[src/rtl/corner_editor_pkg.sv]
// Shared definitions for the corner editor: acceleration FSM encoding,
// selection width helper and the default-rectangle corner table.
package corner_editor_pkg;

    typedef enum logic [1:0] {
        ST_IDLE = 2'd0,
        ST_SLOW = 2'd1,
        ST_FAST = 2'd2
    } accel_state_t;

    localparam logic [1:0] DIR_NEG  = 2'b11;
    localparam logic [1:0] DIR_NONE = 2'b00;
    localparam logic [1:0] DIR_POS  = 2'b01;

    function automatic int sel_width(input int num);
        return (num <= 2) ? 1 : $clog2(num);
    endfunction

    // Corners beyond the fourth repeat the rectangle pattern clockwise from top-left.
    function automatic int default_x(input int idx, input int x_max, input int inset);
        case (idx % 4)
            1, 2:    return x_max - inset;
            default: return inset;
        endcase
    endfunction

    function automatic int default_y(input int idx, input int y_max, input int inset);
        case (idx % 4)
            2, 3:    return y_max - inset;
            default: return inset;
        endcase
    endfunction

endpackage

[src/rtl/corner_editor_coord_stepper.sv]
// One-axis coordinate stepper: moves a value by +/-step and clamps to [0, max].
// Purely combinational; the caller registers the result.
module corner_editor_coord_stepper
    import corner_editor_pkg::*;
#(
    parameter int COORD_W = 10
) (
    input  logic [COORD_W-1:0] i_value,
    input  logic [1:0]         i_dir,
    input  logic [COORD_W-1:0] i_step,
    input  logic [COORD_W-1:0] i_max,
    output logic [COORD_W-1:0] o_next
);

    // Two guard bits keep value+step from overflowing into the sign.
    logic signed [COORD_W+1:0] w_val;
    logic signed [COORD_W+1:0] w_step;
    logic signed [COORD_W+1:0] w_max;
    logic signed [COORD_W+1:0] w_sum;

    assign w_val  = $signed({2'b00, i_value});
    assign w_step = $signed({2'b00, i_step});
    assign w_max  = $signed({2'b00, i_max});

    always_comb begin
        w_sum = w_val;
        if (i_dir == DIR_POS) begin
            w_sum = w_val + w_step;
        end else if (i_dir == DIR_NEG) begin
            w_sum = w_val - w_step;
        end
    end

    always_comb begin
        o_next = w_sum[COORD_W-1:0];
        if (w_sum < 0) begin
            o_next = '0;
        end else if (w_sum > w_max) begin
            o_next = i_max;
        end
    end

endmodule

[src/rtl/corner_editor.sv]
// Push-button editor for NUM_CORNERS corner points; all state changes once per field rising edge.
// Outputs are registered and update on the clock edge that samples the frame tick.
module corner_editor
    import corner_editor_pkg::*;
#(
    parameter int NUM_CORNERS = 4,
    parameter int COORD_W     = 10,
    parameter int X_MAX       = 639,
    parameter int Y_MAX       = 479,
    parameter int INSET       = 32,
    parameter int STEP_SLOW   = 1,
    parameter int STEP_FAST   = 8,
    parameter int HOLD_FRAMES = 16
) (
    input  logic                             clk,
    input  logic                             reset,
    input  logic                             field,
    input  logic                             left_button,
    input  logic                             right_button,
    input  logic                             up_button,
    input  logic                             down_button,
    input  logic [NUM_CORNERS-1:0]           sel_buttons,
    input  logic                             restore_button,
    output logic [NUM_CORNERS*COORD_W-1:0]   corners_x,
    output logic [NUM_CORNERS*COORD_W-1:0]   corners_y,
    output logic [sel_width(NUM_CORNERS)-1:0] selected,
    output logic                             fast_mode
);

    localparam int SEL_W = sel_width(NUM_CORNERS);
    localparam int CNT_W = $clog2(HOLD_FRAMES) + 1;
    localparam logic [CNT_W-1:0] HOLD_LAST = CNT_W'(HOLD_FRAMES - 1);

    logic                 r_field_q;
    logic [SEL_W-1:0]     r_sel;
    accel_state_t         r_state;
    logic [CNT_W-1:0]     r_hold_cnt;
    logic [3:0]           r_dirs_q;
    logic [COORD_W-1:0]   r_x [NUM_CORNERS];
    logic [COORD_W-1:0]   r_y [NUM_CORNERS];

    logic                 w_tick;
    logic [3:0]           w_dirs;
    logic                 w_sel_vld;
    logic [SEL_W-1:0]     w_sel_req;
    logic                 w_sel_change;
    accel_state_t         w_state_next;
    logic [CNT_W-1:0]     w_hold_next;
    logic                 w_fast_next;
    logic [1:0]           w_dx;
    logic [1:0]           w_dy;
    logic [COORD_W-1:0]   w_step;
    logic [COORD_W-1:0]   w_x_next;
    logic [COORD_W-1:0]   w_y_next;
    logic [COORD_W-1:0]   w_def_x [NUM_CORNERS];
    logic [COORD_W-1:0]   w_def_y [NUM_CORNERS];

    assign w_tick = field & ~r_field_q;
    assign w_dirs = {left_button, right_button, up_button, down_button};

    always_comb begin
        w_sel_req = '0;
        for (int i = NUM_CORNERS - 1; i >= 0; i--) begin
            if (sel_buttons[i]) begin
                w_sel_req = SEL_W'(i);
            end
        end
    end

    assign w_sel_vld    = |sel_buttons;
    assign w_sel_change = w_sel_vld && (w_sel_req != r_sel);

    // Acceleration FSM: state register
    always_ff @(posedge clk) begin
        if (reset) begin
            r_state    <= ST_IDLE;
            r_hold_cnt <= '0;
            r_dirs_q   <= '0;
        end else if (w_tick) begin
            r_state    <= w_state_next;
            r_hold_cnt <= w_hold_next;
            r_dirs_q   <= w_dirs;
        end
    end

    // Acceleration FSM: next state (only consumed on a tick)
    always_comb begin
        w_state_next = r_state;
        w_hold_next  = r_hold_cnt;
        if (w_sel_change || (w_dirs == 4'b0000)) begin
            w_state_next = ST_IDLE;
            w_hold_next  = '0;
        end else if (w_dirs != r_dirs_q) begin
            w_state_next = ST_SLOW;
            w_hold_next  = '0;
        end else begin
            case (r_state)
                ST_IDLE: begin
                    w_state_next = ST_SLOW;
                    w_hold_next  = '0;
                end
                ST_SLOW: begin
                    if ((r_hold_cnt + CNT_W'(1)) >= HOLD_LAST) begin
                        w_state_next = ST_FAST;
                        w_hold_next  = HOLD_LAST;
                    end else begin
                        w_hold_next = r_hold_cnt + CNT_W'(1);
                    end
                end
                ST_FAST: w_state_next = ST_FAST;
                default: begin
                    w_state_next = ST_IDLE;
                    w_hold_next  = '0;
                end
            endcase
        end
    end

    // Acceleration FSM: outputs
    always_comb begin
        fast_mode   = (r_state == ST_FAST);
        w_fast_next = (w_state_next == ST_FAST);
    end

    // The tick that enters FAST already moves by the fast step.
    assign w_step = w_fast_next ? COORD_W'(STEP_FAST) : COORD_W'(STEP_SLOW);

    always_comb begin
        w_dx = DIR_NONE;
        if (right_button && !left_button) w_dx = DIR_POS;
        if (left_button && !right_button) w_dx = DIR_NEG;
        w_dy = DIR_NONE;
        if (down_button && !up_button)    w_dy = DIR_POS;
        if (up_button && !down_button)    w_dy = DIR_NEG;
    end

    corner_editor_coord_stepper #(.COORD_W(COORD_W)) u_step_x (
        .i_value (r_x[r_sel]),
        .i_dir   (w_dx),
        .i_step  (w_step),
        .i_max   (COORD_W'(X_MAX)),
        .o_next  (w_x_next)
    );

    corner_editor_coord_stepper #(.COORD_W(COORD_W)) u_step_y (
        .i_value (r_y[r_sel]),
        .i_dir   (w_dy),
        .i_step  (w_step),
        .i_max   (COORD_W'(Y_MAX)),
        .o_next  (w_y_next)
    );

    for (genvar g = 0; g < NUM_CORNERS; g++) begin : g_corner
        assign w_def_x[g] = COORD_W'(default_x(g, X_MAX, INSET));
        assign w_def_y[g] = COORD_W'(default_y(g, Y_MAX, INSET));
        assign corners_x[g*COORD_W +: COORD_W] = r_x[g];
        assign corners_y[g*COORD_W +: COORD_W] = r_y[g];
    end

    // Edits land on the selection in force before this tick.
    always_ff @(posedge clk) begin
        if (reset) begin
            r_field_q <= 1'b0;
            r_sel     <= '0;
            for (int i = 0; i < NUM_CORNERS; i++) begin
                r_x[i] <= w_def_x[i];
                r_y[i] <= w_def_y[i];
            end
        end else begin
            r_field_q <= field;
            if (w_tick) begin
                if (restore_button) begin
                    r_x[r_sel] <= w_def_x[r_sel];
                    r_y[r_sel] <= w_def_y[r_sel];
                end else begin
                    r_x[r_sel] <= w_x_next;
                    r_y[r_sel] <= w_y_next;
                end
                if (w_sel_vld) begin
                    r_sel <= w_sel_req;
                end
            end
        end
    end

    assign selected = r_sel;

endmodule

[config.mk]
export PLATFORM = sky130hd
export DESIGN_NAME = corner_editor
export DESIGN_NICKNAME = d
export VERILOG_FILES = /design/src/rtl/corner_editor_pkg.sv /design/src/rtl/corner_editor_coord_stepper.sv /design/src/rtl/corner_editor.sv
export SDC_FILE = /design/constraint.sdc
export NUM_CORES = 1
export LEC_CHECK = 0
export BUFFER_PORTS_ARGS = -buffer_cell sky130_fd_sc_hd__buf_2
export CORE_ASPECT_RATIO = 1.2
export CORE_UTILIZATION = 43
export DETAILED_ROUTE_END_ITERATION = 8
export GPL_ROUTABILITY_DRIVEN = 1
export PLACE_DENSITY = 0.71
export SETUP_SLACK_MARGIN = 0.5
export SKIP_CTS_REPAIR_TIMING = 1
export SYNTH_ARGS = -nofsm -noshare
export SYNTH_HDL_FRONTEND = slang
export SYNTH_HIERARCHICAL = 1
export SYNTH_SLANG_ARGS = --single-unit
[constraint.sdc]
create_clock -name clk -period 7.1 [get_ports clk]
set_clock_uncertainty 0.1 [all_clocks]
set_input_delay 1.065 -clock clk [delete_from_list [all_inputs] [get_ports clk]]
set_output_delay 1.065 -clock clk [all_outputs]
set_load 0.005 [all_outputs]
After elaboration in Yosys (flattened, before gate mapping)
Memory sizes are Yosys's and may differ from the RTL's. A register that Yosys moved wholly into a read port is not among the register bits.
Cells that the tools add are included.
{"block": "totals", "output_inout_bits": 83, "inputBits": 12, "memories": 2, "mem_bits_rw": 80, "ff_bits": 14}
{"memory": "r_x", "depth": 4, "width": 10, "rd": 5, "rd_ports_with_merged_regs": 1, "write_ports": 4, "line": "corner_editor.sv:39", "rtl": "logic [COORD_W-1:0] r_x [NUM_CORNERS];"}
{"memory": "r_y", "depth": 4, "width": 10, "rd": 5, "rd_ports_with_merged_regs": 1, "write_ports": 4, "line": "corner_editor.sv:40", "rtl": "logic [COORD_W-1:0] r_y [NUM_CORNERS];"}
{"block": "op_classes", "bitwise_logic": 5, "n_lt_le_gt_ge": 6, "n_addsub": 5, "n_reduce_logical": 17, "eq_ne": 10, "mux": 53}
{"operator": "two-way mux 10 bit", "count": 12}
{"operator": "two-way mux 12 bit", "count": 4}
{"operator": "binary-select mux 10 bit (select 2 bit)", "count": 2}
{"operator": "two-way mux 2 bit", "count": 15}
{"operator": "< comparator 12 x 1 -> 1 bit, second input constant", "count": 2}
{"operator": "adder 10 x 4 -> 11 bit", "count": 2}
{"operator": "subtractor 10 x 4 -> 11 bit", "count": 2}
{"operator": "OR reduction 10 bit", "count": 2}
{"operator": "two-way mux 5 bit", "count": 3}
{"operator": "two-way mux 1 bit", "count": 14}
{"operator": "greater-than comparator 12 x 10 -> 1 bit, second input constant", "count": 1}
{"operator": "greater-than comparator 12 x 11 -> 1 bit, second input constant", "count": 1}
{"operator": "one-hot mux 5 bit (2 select lines)", "count": 1}
{"operator": "== test 2 bit, second input constant", "count": 4}
{"operator": "== test 2 x 1 -> 1 bit, second input constant", "count": 3}
{"operator": "one-hot mux 2 bit (3 select lines)", "count": 1}
{"operator": "adder 5 x 1 -> 5 bit, second input constant", "count": 1}
{"operator": ">= comparator 5 x 4 -> 1 bit, second input constant", "count": 1}
{"operator": "logical AND 1 bit", "count": 5}
{"operator": "logical NOT 1 bit", "count": 4}
{"operator": "logical NOT 4 bit", "count": 1}
{"operator": "two-way mux 4 bit", "count": 1}
{"operator": "inequality test 4 bit", "count": 1}
{"operator": "AND reduction 2 bit", "count": 2}
{"operator": "other kinds (10)", "count": 11}

Logic depth before layout (Yosys ltp)
Gate-level depths: netlist (run 1).
{"block": "depth", "ltp_word": 18, "ltp_mapped": 28, "mapped_depth_nobuf": 27}

By module
The synthesis (run 1) kept the hierarchy.
{"module": "corner_editor", "seq_area_each_um2": 2722.6, "area_each_um2": 4474.3, "n_inst": 1, "cells_per_inst": 360}
{"module": "corner_editor_coord_stepper at u_step_y", "seq_area_each_um2": 0.0, "area_each_um2": 1650.3, "n_inst": 1, "cells_per_inst": 242}
{"module": "corner_editor_coord_stepper at u_step_x", "seq_area_each_um2": 0.0, "area_each_um2": 1550.2, "n_inst": 1, "cells_per_inst": 221}

Worst setup path before layout (run 1)
No wires, ideal clock.
{"block": "synth_timing", "kind": "in2reg", "startpoint": "input port up_button", "endpoint": "memory r_y[2][5], data pin", "t_required_ns": 6.735, "setup_slack_ns": 1.349, "setup_ns": 0.265, "arrival_ns": 5.386, "stages": 22, "n_path_buf": 0, "path_cell_list": "inv_1 -> ha_1 -> a21oi_1 -> nand3_1 -> a21oi_4 -> o21a_1 -> inv_1 -> ha_1 -> inv_1 -> fa_1 -> nor2_1 -> o311a_1 -> o22a_2 -> mux2_4 -> a211o_1 -> ha_1 -> nand3_1 -> o221ai_1 -> o21a_1 -> nor2_2 -> a211oi_1 -> or3_1"}
{"element": "start: declaration", "line": "corner_editor.sv:20", "rtl": "input logic up_button,"}
{"element": "end: declaration", "line": "corner_editor.sv:40"}

==> results_dict.tcl, run 1 <==
set metrics [dict create \
    synth-edff-count 80 \
    setup-violations-final 0 \
    synth_commonest_cells "85 x inv_1, 80 x edfxtp_1, 76 x nor2_1" \
    synth_area_leaders "edfxtp_1 31%, ha_1 11%, mux4_2 5.9%" \
    drv_cap 0 \
    drc_errors 0 \
    hold_viol_final 0 \
    whs_ps 381 \
    path_clk_slew_ps 70 \
    p_leak_nw 3.74 \
    start_util_pct 43.8 \
    ir_drop_mv 0.160 \
    pre_cts_ws_ps 512 \
    fin_crit_ps 6310 \
    wl_per_cell_microns 18.7 \
    first_pass_iters 6 \
    status "finished clean" \
    place_inst 1174 \
    drive_gt1_share_pct 18.4 \
    final_cell_area_sq_um 8910 \
    slowest_stage "or4_4" \
    clock_sinks 96 \
    setup_slack_ps 790 \
    yosysWarnings 6 \
    diodes 0 \
    seqPwrFrac_pct 34.8 \
    pwr-share-clk_pct 26.2 \
    cts-root-buf "clkbuf_16" \
    antenna_found_initial 0 \
    worstSkewPairLatency_ps 360 \
    syn_area_sq_um 7670 \
    grt_pass1_wl_microns 34400 \
    crit_family "compound AO/OA/AOI/OAI gates" \
    cts_buffers 9 \
    max_stage_delay_ps 460 \
    coreArea_sq_um 17500 \
    worst_ep_arrival_time_ps 6410 \
    max_freq_mhz 158 \
    path_buf_inv 4 \
    die_area_sq_um 18400 \
    finalPower_mw 1.90 \
    slew_headroom_pct 20.4 \
    synth.most_common_cell "inv_1" \
    worst_hold_path_type "flop to flop" \
    yosysUniqueCellTypes 83 \
    nets 1050 \
    fp.dieH_microns 148 \
    grt_pass1_vias 6497 \
    synth.ff_latch_count 96 \
    routed_wl_microns 22400 \
    ys_seq_area_share_pct 35.5 \
    portBuffers 94 \
    ioPinCount 95 \
    ys.flop_type "edfxtp_1" \
    cts.path.max_buffers 2 \
    grt_overflow 0 \
    p_switching_mw 0.714 \
    grt_usage_pct 25.1 \
    grt_max_degree 26 \
    power_density_nw_per_um2 213 \
    tns_ps 0 \
    viasPerCell 5.70 \
    yosysTopAreaCell "edfxtp_1" \
    place_area_sq_um 8570 \
    crit_path_max_fanout 16 \
    initialDrtViolationCount 604 \
    finish.utilization_pct 50.9 \
    dpl.hpwl_microns 16700 \
    sw_frac_of_total_pct 37.6 \
    avgSynthCellArea_sq_um 9.33 \
    rsz0062_at_grt "no" \
    min_period_over_period_pct 88.9 \
    cts_tree "yes" \
    areaGrowthSynthToFinish_pct 16.1 \
    endpoint_kind "flop" \
    critPathRequiredTime_ps 7200 \
    start_kind "input pin" \
    die_x_microns 124 \
    synth_top_area_share_pct 31.3 \
    gp_congestion 0.937 \
    rows 53 \
    h-tree-depth 3 \
    finalNonFillerCells 1193 \
    critPathKind "input pin to flop" \
    tightest_slew_ps 1190 \
    drv_slew 0 \
    synthCells 823 \
    p_comb_share_pct 39.0 \
    ant_nets 0 \
    ys_async_sr_fraction_pct 0 \
    power.internal_mw 1.19 \
    vias 6802 \
]
worst paths after layout:
path / startpoint / endpoint / slack [ps] / cells after the start
setup / recovery: right_button / r_x[3][4]$_DFFE_PP_ / 790 / 27
hold / removal: r_dirs_q[0]$_SDFFE_PP0P_ / r_dirs_q[0]$_SDFFE_PP0P_ / 380 / 2
setup reg to reg: r_hold_cnt[0]$_SDFFE_PP0P_ / r_x[3][4]$_DFFE_PP_ / 920 / 25
hold reg to reg: r_dirs_q[0]$_SDFFE_PP0P_ / r_dirs_q[0]$_SDFFE_PP0P_ / 380 / 2
cells in the final DEF (no fill, tap or decap), types with 3 or more instances in the layout:
| cell | n |
|---|---|
| nand2_1 | 74 |
| buf_2 | 94 |
| dfxtp_1 | 16 |
| a21o_1 | 7 |
| xor2_1 | 7 |
| a31oi_1 | 10 |
| a22o_1 | 3 |
| a211o_1 | 4 |
| mux2i_1 | 8 |
| o211ai_1 | 8 |
| conb_1 | 66 |
| a211oi_2 | 5 |
| buf_4 | 14 |
| a21oi_1 | 45 |
| and3_1 | 17 |
| o31ai_1 | 6 |
| a211oi_1 | 20 |
| edfxtp_1 | 80 |
| fa_1 | 4 |
| nor3_1 | 29 |
| o22ai_1 | 5 |
| clkbuf_16 | 9 |
| o21ai_2 | 3 |
| inv_1 | 85 |
| mux4_2 | 20 |
| o211a_1 | 3 |
| nand3_1 | 17 |
| nand2b_1 | 14 |
| or3_1 | 5 |
| o21ai_0 | 34 |
| nor4_1 | 5 |
| o221ai_1 | 3 |
| o21a_1 | 10 |
| nor2b_1 | 20 |
| ha_1 | 66 |
| a21oi_2 | 4 |
| mux2_2 | 5 |
| nor2_1 | 75 |
| xnor2_1 | 7 |
| nand4_1 | 8 |
registers in the layout, summed over array words and instances (netlist names), named ones only:
signal      count
r_state         2
r_field_q       1
r_y            40
r_x            40
r_hold_cnt      5
selected        2
r_dirs_q        4
worst min-delay path, stage by stage (launching register included):
cell and delay, ps:
dfxtp_1 330, nand2_1 60, a21oi_1 50
power by group through the flow:
stage,clock network [mW],registers [mW],logic [mW]
6_report,0.497,0.661,0.741
5_1_grt,0.528,0.664,0.818
4_1_cts,0.504,0.661,0.713
3_5_place_dp,0,0.673,0.708
3_3_place_gp,0,0.673,0.702
2_1_floorplan,0,0.667,0.539
logic make-up (layout without fill, tap and decap cells):
logic type      after synthesis  in the layout  synth area share [%]
compound gates              202            202                  19.0
xor+xnor                     14             14                  1.60
fa+ha+maj                    70             70                  11.8
buf+inv                     125            211                  6.64
flops                        96             96                  35.5
mux                          34             34                  7.84
other cells                   2             66                0.0979
simple gates                280            280                  17.5
metal layers:
metal  global-route usage [%]  part of all wire (%)  up-vias
met5                        0                     0        -
met4                     9.23                   2.7        0
met3                     4.91                   7.6       43
met2                     40.1                    48      307
met1                     33.4                    42     3239
li1                         -                     -     3213
area by class of cell:
cell class / instances / area (sq um)
clock buffers: 10 / 239
multi-input cells: 666 / 4710
repair buffers: 108 / 576
clock inverters: 6 / 55.1
inverters: 87 / 327
fillers: 1688 / 8600
well taps: 220 / 275
flip-flops and latches: 96 / 2720
Power figures use the tool's default switching activity.
==> run 2: changes to the inputs <==
--- a/config.mk
+++ b/config.mk
@@ -10,7 +10,9 @@
 export CORE_UTILIZATION = 43
 export DETAILED_ROUTE_END_ITERATION = 8
 export GPL_ROUTABILITY_DRIVEN = 1
+export MAX_ROUTING_LAYER = met4
 export PLACE_DENSITY = 0.71
+export REMOVE_ABC_BUFFERS = 1
 export SETUP_SLACK_MARGIN = 0.5
 export SKIP_CTS_REPAIR_TIMING = 1
 export SYNTH_ARGS = -nofsm -noshare
==> run 2 against run 1 <==
Compared with the run above:
- global-route usage grew 0.44 points
- clock power grew 2%
- die area is the same
- cell count shrank 0.42%
- total power shrank 0.25%
- critical path type unchanged
- critical endpoint is now r_x[1][9]$_SDFFCE_PN1P_
- largest power group unchanged
==> results_dict.tcl, run 2 (synthesis results as in run 1) <==
set metrics [dict create \
    viasPerCell 5.65 \
    final_cell_area_sq_um 8890 \
    coreArea_sq_um 17500 \
    grt_pass1_wl_microns 34100 \
    tightest_slew_ps 1220 \
    pre_cts_ws_ps 451 \
    min_period_over_period_pct 87.5 \
    slew_headroom_pct 18.4 \
    ff2ff_path_depth 25 \
    vias 6708 \
    critPathRequiredTime_ps 7080 \
    endpoint_kind "flop" \
    layout_common_cells "94 x buf_2, 85 x inv_1, 80 x edfxtp_1" \
    areaGrowthSynthToFinish_pct 15.9 \
    ioPinCount 95 \
    status "finished clean" \
    path_clk_slew_ps 80 \
    crit_path_max_fanout 17 \
    ant_nets 0 \
    tns_ps 0 \
    slowest_stage "nor4_1" \
    fin_crit_ps 6210 \
    initialDrtViolationCount 706 \
    reg_top3 "r_x (40), r_y (40), r_hold_cnt (5)" \
    start_util_pct 43.8 \
    final_common_cell "buf_2" \
    antenna_found_initial 0 \
    min-delay-start "r_dirs_q[2]$_SDFFE_PP0P_" \
    dpl.hpwl_microns 16200 \
    setup-violations-final 0 \
    grt_pass1_vias 6427 \
    start_kind "input pin" \
    setup_slack_ps 891 \
    wl_per_cell_microns 18.2 \
    gp_congestion 0.887 \
    worstSkewPairLatency_ps 370 \
    cts_buffers 9 \
    power_density_nw_per_um2 213 \
    cts.path.max_buffers 2 \
    grt_overflow 0 \
    cts-root-buf "clkbuf_16" \
    whs_path_depth 2 \
    r2r_slack_ps 1080 \
    whs_ps 372 \
    drv_cap 0 \
    grt_usage_pct 25.5 \
    die_x_microns 124 \
    drv_slew 0 \
    timing.rr.end "r_x[1][9]$_SDFFCE_PN1P_" \
    drc_errors 0 \
    max_stage_delay_ps 490 \
    max_freq_mhz 161 \
    rsz0062_at_grt "no" \
    place_inst 1172 \
    portBuffers 94 \
    r2r_start "r_hold_cnt[0]$_SDFFE_PP0P_" \
    p_leak_nw 3.72 \
    ir_drop_mv 0.174 \
    routed_wl_microns 21700 \
    hold_end "r_dirs_q[2]$_SDFFE_PP0P_" \
    grt_max_degree 26 \
    cts_tree "yes" \
    nets 1045 \
    finalPower_mw 1.89 \
    clock_sinks 96 \
    finalNonFillerCells 1188 \
    first_pass_iters 5 \
    h-tree-depth 3 \
    die_area_sq_um 18400 \
    finish.utilization_pct 50.8 \
    fp.dieH_microns 148 \
    nFillCells 1680 \
    worst_ep_arrival_time_ps 6190 \
    place_area_sq_um 8560 \
    diodes 0 \
    critPathKind "input pin to flop" \
    drive_gt1_share_pct 18.0 \
    cp-startpoint "left_button" \
    hold_viol_final 0 \
    rows 53 \
    worst_hold_path_type "flop to flop" \
]
-- run 2: area by class of cell --
type	count	area (sq um)	area share, %
clock buffers	9	225	2.53
clock inverters	7	91.3	1.03
inverters	87	327	3.67
multi-input cells	666	4710	53.0
flip-flops and latches	96	2720	30.6
well taps	220	275	3.10
repair buffers	103	538	6.05
-- run 2: worst max-delay path: cells and delay by family --
kind                     cells  cell delay [ps]
AND/OR/NAND/NOR              7             1300
AO/OA/AOI/OAI               10             2280
adder cells (fa/ha/maj)      3              820
buffers and inverters        3              470
XOR/XNOR                     2              240
-- run 2: power by group --
part,switching (mW),total [mW],internal [mW]
sequential,0.0195,0.660,0.640
clock,0.256,0.509,0.252
combinational,0.445,0.726,0.281
-- run 2: worst max-delay path by stage --
stage | cells after the start | slack [ps] | end
global placement | 26 | 500 | r_x[2][5]$_SDFFCE_PN0P_
CTS | 26 | 780 | r_x[1][9]$_SDFFCE_PN1P_
detailed placement | 25 | 450 | r_y[3][1]$_DFFE_PP_
finish | 25 | 890 | r_x[1][9]$_SDFFCE_PN1P_
floorplan | 22 | 1340 | r_y[2][5]$_SDFFCE_PN1P_
global route | 25 | 510 | r_y[0][6]$_SDFFCE_PN0P_
-- run 2: layer usage --
metal  GRT usage [%]  vias up  wire (microns)
li1                -     3205               -
met1            33.1     3228            9280
met2            39.4      230           10200
met3            4.83       45            1550
met4            9.58        0             656
met5               -        -               0
==> run 3: changes to the inputs <==
==> constraint.sdc (replaced) <==
create_clock -name clk -period 7.1 [get_ports clk]
set_clock_uncertainty 0.1 [all_clocks]
set_input_delay 0.355 -clock clk [delete_from_list [all_inputs] [get_ports clk]]
set_output_delay 0.355 -clock clk [all_outputs]
set_load 0.005 [all_outputs]
==> run 3 against run 2 <==
Compared with the run above:
- sequential power barely moved
- maximum frequency grew 1.1%
- largest power group unchanged
- highest routed layer unchanged
- first-iteration DRC count is 8.8% lower
- register-to-register slack worse by 120 ps
- clock power fell by 2%
- critical path type is now flop to flop
- die area did not move
- global-route usage grew 0.065 points
- utilization is 0.20 points lower
==> results_dict.tcl, run 3 (synthesis results as in run 1) <==
set metrics [dict create \
    vias 6751 \
    r2r_start "selected[0]$_SDFFE_PP0P_" \
    p_switching_mw 0.699 \
    fin_crit_ps 6140 \
    rsz0062_at_grt "no" \
    drv_slew 0 \
    rows 53 \
    worst_ep_arrival_time_ps 6230 \
    hold_viol_final 0 \
    start_kind "flop" \
    ioPinCount 95 \
    slew_headroom_pct 23.3 \
    tightest_slew_ps 1150 \
    initialDrtViolationCount 644 \
    portBuffers 94 \
    whs_path_depth 3 \
    first_pass_iters 5 \
    cp_cell_sequence "nand2b_2, a21oi_2, a31oi_4, a21oi_4, o21a_1, inv_1, ha_1, inv_1, fa_1, o21ba_1, or4_4, a32oi_4, mux2i_1, nand3_1, ha_1, nand2_1, nor3_1, o21ai_0, a311o_1, o31ai_4, a211oi_1, a211oi_1, nand2_1, nor3_1" \
    dpl.hpwl_microns 16400 \
    coreArea_sq_um 17500 \
    cts_buffers 9 \
    die_area_sq_um 18400 \
    power.internal_mw 1.19 \
    status "finished clean" \
    worst_hold_path_type "input pin to flop" \
    reg_top3 "r_x (40), r_y (40), r_hold_cnt (5)" \
    ir_drop_mv 0.115 \
    r2r_slack_ps 960 \
    cts.path.max_buffers 2 \
    routed_wl_microns 22100 \
    slowest_stage "dfxtp_1" \
    wl_per_cell_microns 18.7 \
    critPathRequiredTime_ps 7190 \
    crit_path_max_fanout 17 \
    sw_frac_of_total_pct 37.0 \
    crit_family "compound AO/OA/AOI/OAI gates" \
    drc_errors 0 \
    ff2ff_path_depth 24 \
    clock_sinks 96 \
    gp_congestion 0.911 \
    finish.utilization_pct 50.6 \
    pwr-share-clk_pct 26.5 \
    ant_nets 0 \
    fp.dieH_microns 148 \
    setup-violations-final 0 \
    critPathKind "flop to flop" \
    grt_pass1_vias 6474 \
    tns_ps 0 \
    max_stage_delay_ps 610 \
    path_clk_slew_ps 70 \
    place_inst 1170 \
    die_x_microns 124 \
    p_leak_nw 3.71 \
    grt_max_degree 26 \
    path_buf_inv 2 \
    cts-root-buf "clkbuf_16" \
    finalNonFillerCells 1186 \
    seqPwrFrac_pct 35.1 \
    drv_cap 0 \
    diodes 0 \
    areaGrowthSynthToFinish_pct 15.4 \
    grt_pass1_wl_microns 34400 \
    power_density_nw_per_um2 213 \
    worstSkewPairLatency_ps 350 \
    p_comb_share_pct 38.4 \
    timing.rr.end "r_x[2][5]$_SDFFCE_PN0P_" \
    nets 1043 \
    cts_tree "yes" \
    hold_end "r_dirs_q[2]$_SDFFE_PP0P_" \
    antenna_found_initial 0 \
    viasPerCell 5.69 \
    start_util_pct 43.8 \
    min_period_over_period_pct 86.5 \
    min-delay-start "right_button" \
    drive_gt1_share_pct 17.7 \
    endpoint_kind "flop" \
    h-tree-depth 3 \
    final_common_cell "buf_2" \
    grt_overflow 0 \
    layout_common_cells "94 x buf_2, 85 x inv_1, 80 x edfxtp_1" \
    grt_usage_pct 25.6 \
    max_freq_mhz 163 \
]
-- run 3: changes by cell type in the layout (fill, tap and decap cells not counted), moves of 2 or more --
cell	change
buf_4	-2
clkinv_8	-4
a211oi_1	+2
clkinv_4	-2
inv_4	+2
a211oi_2	-2
-- run 3: worst max path at each step --
stage                             start                       to  slack [ps]  cells past startpoint
6_report       selected[0]$_SDFFE_PP0P_  r_x[2][5]$_SDFFCE_PN0P_         960                     24
5_1_grt        selected[0]$_SDFFE_PP0P_  r_x[2][9]$_SDFFCE_PN1P_         540                     24
4_1_cts        selected[0]$_SDFFE_PP0P_  r_x[2][5]$_SDFFCE_PN0P_         930                     24
3_5_place_dp   selected[0]$_SDFFE_PP0P_  r_x[1][9]$_SDFFCE_PN1P_        1010                     25
3_3_place_gp   selected[0]$_SDFFE_PP0P_  r_x[2][5]$_SDFFCE_PN0P_        1100                     24
2_1_floorplan  selected[1]$_SDFFE_PP0P_  r_x[1][9]$_SDFFCE_PN1P_        1880                     24
-- run 3: routing by layer --
layer	vias to the layer above	part of all wire, %	GRT usage, %
met5	-	0	-
met4	0	2.7	8.99
met3	41	6.9	4.49
met2	263	48	40.2
met1	3244	43	33.1
li1	3203	-	-
-- run 3: through the flow --
| step | power, mW | hold slack (ps) | instance area (sq um) | setup WS (ps) |
|---|---|---|---|---|
| floorplan | 1.19 | 320 | 7730 | 1880 |
| global placement | 1.36 | 358 | 8540 | 1100 |
| detailed placement | 1.37 | 359 | 8540 | 1010 |
| CTS | 1.87 | 140 | 8840 | 925 |
| global route | 1.99 | 168 | 8860 | 544 |
| finish | 1.89 | 162 | 8860 | 960 |
-- run 3: cell type report --
class	instances	area, sq um
tap	220	275
inverter	87	327
sequential	96	2720
multi-input combinational	666	4710
clock buffer	11	258
fill	1682	8650
timing repair buffer	101	523
clock inverter	5	41.3
-- run 3: worst register-to-register path: stages, from the launching register on --
cell,delay (ps)
dfxtp_1,610
nand2b_2,360
a21oi_2,80
a31oi_4,270
a21oi_4,110
o21a_1,240
inv_1,190
ha_1,220
inv_1,70
fa_1,390
o21ba_1,210
or4_4,440
a32oi_4,240
mux2i_1,230
nand3_1,120
ha_1,310
nand2_1,70
nor3_1,170
o21ai_0,110
a311o_1,400
o31ai_4,220
a211oi_1,130
a211oi_1,380
nand2_1,170
nor3_1,160
-- run 3: power by group through the flow --
stage / registers [mW] / logic, mW / clock network [mW]
final: 0.663 / 0.725 / 0.500
after global placement: 0.675 / 0.689 / 0
after detailed placement: 0.676 / 0.699 / 0
after global routing: 0.666 / 0.800 / 0.525
after CTS: 0.663 / 0.704 / 0.502
after floorplan: 0.673 / 0.517 / 0
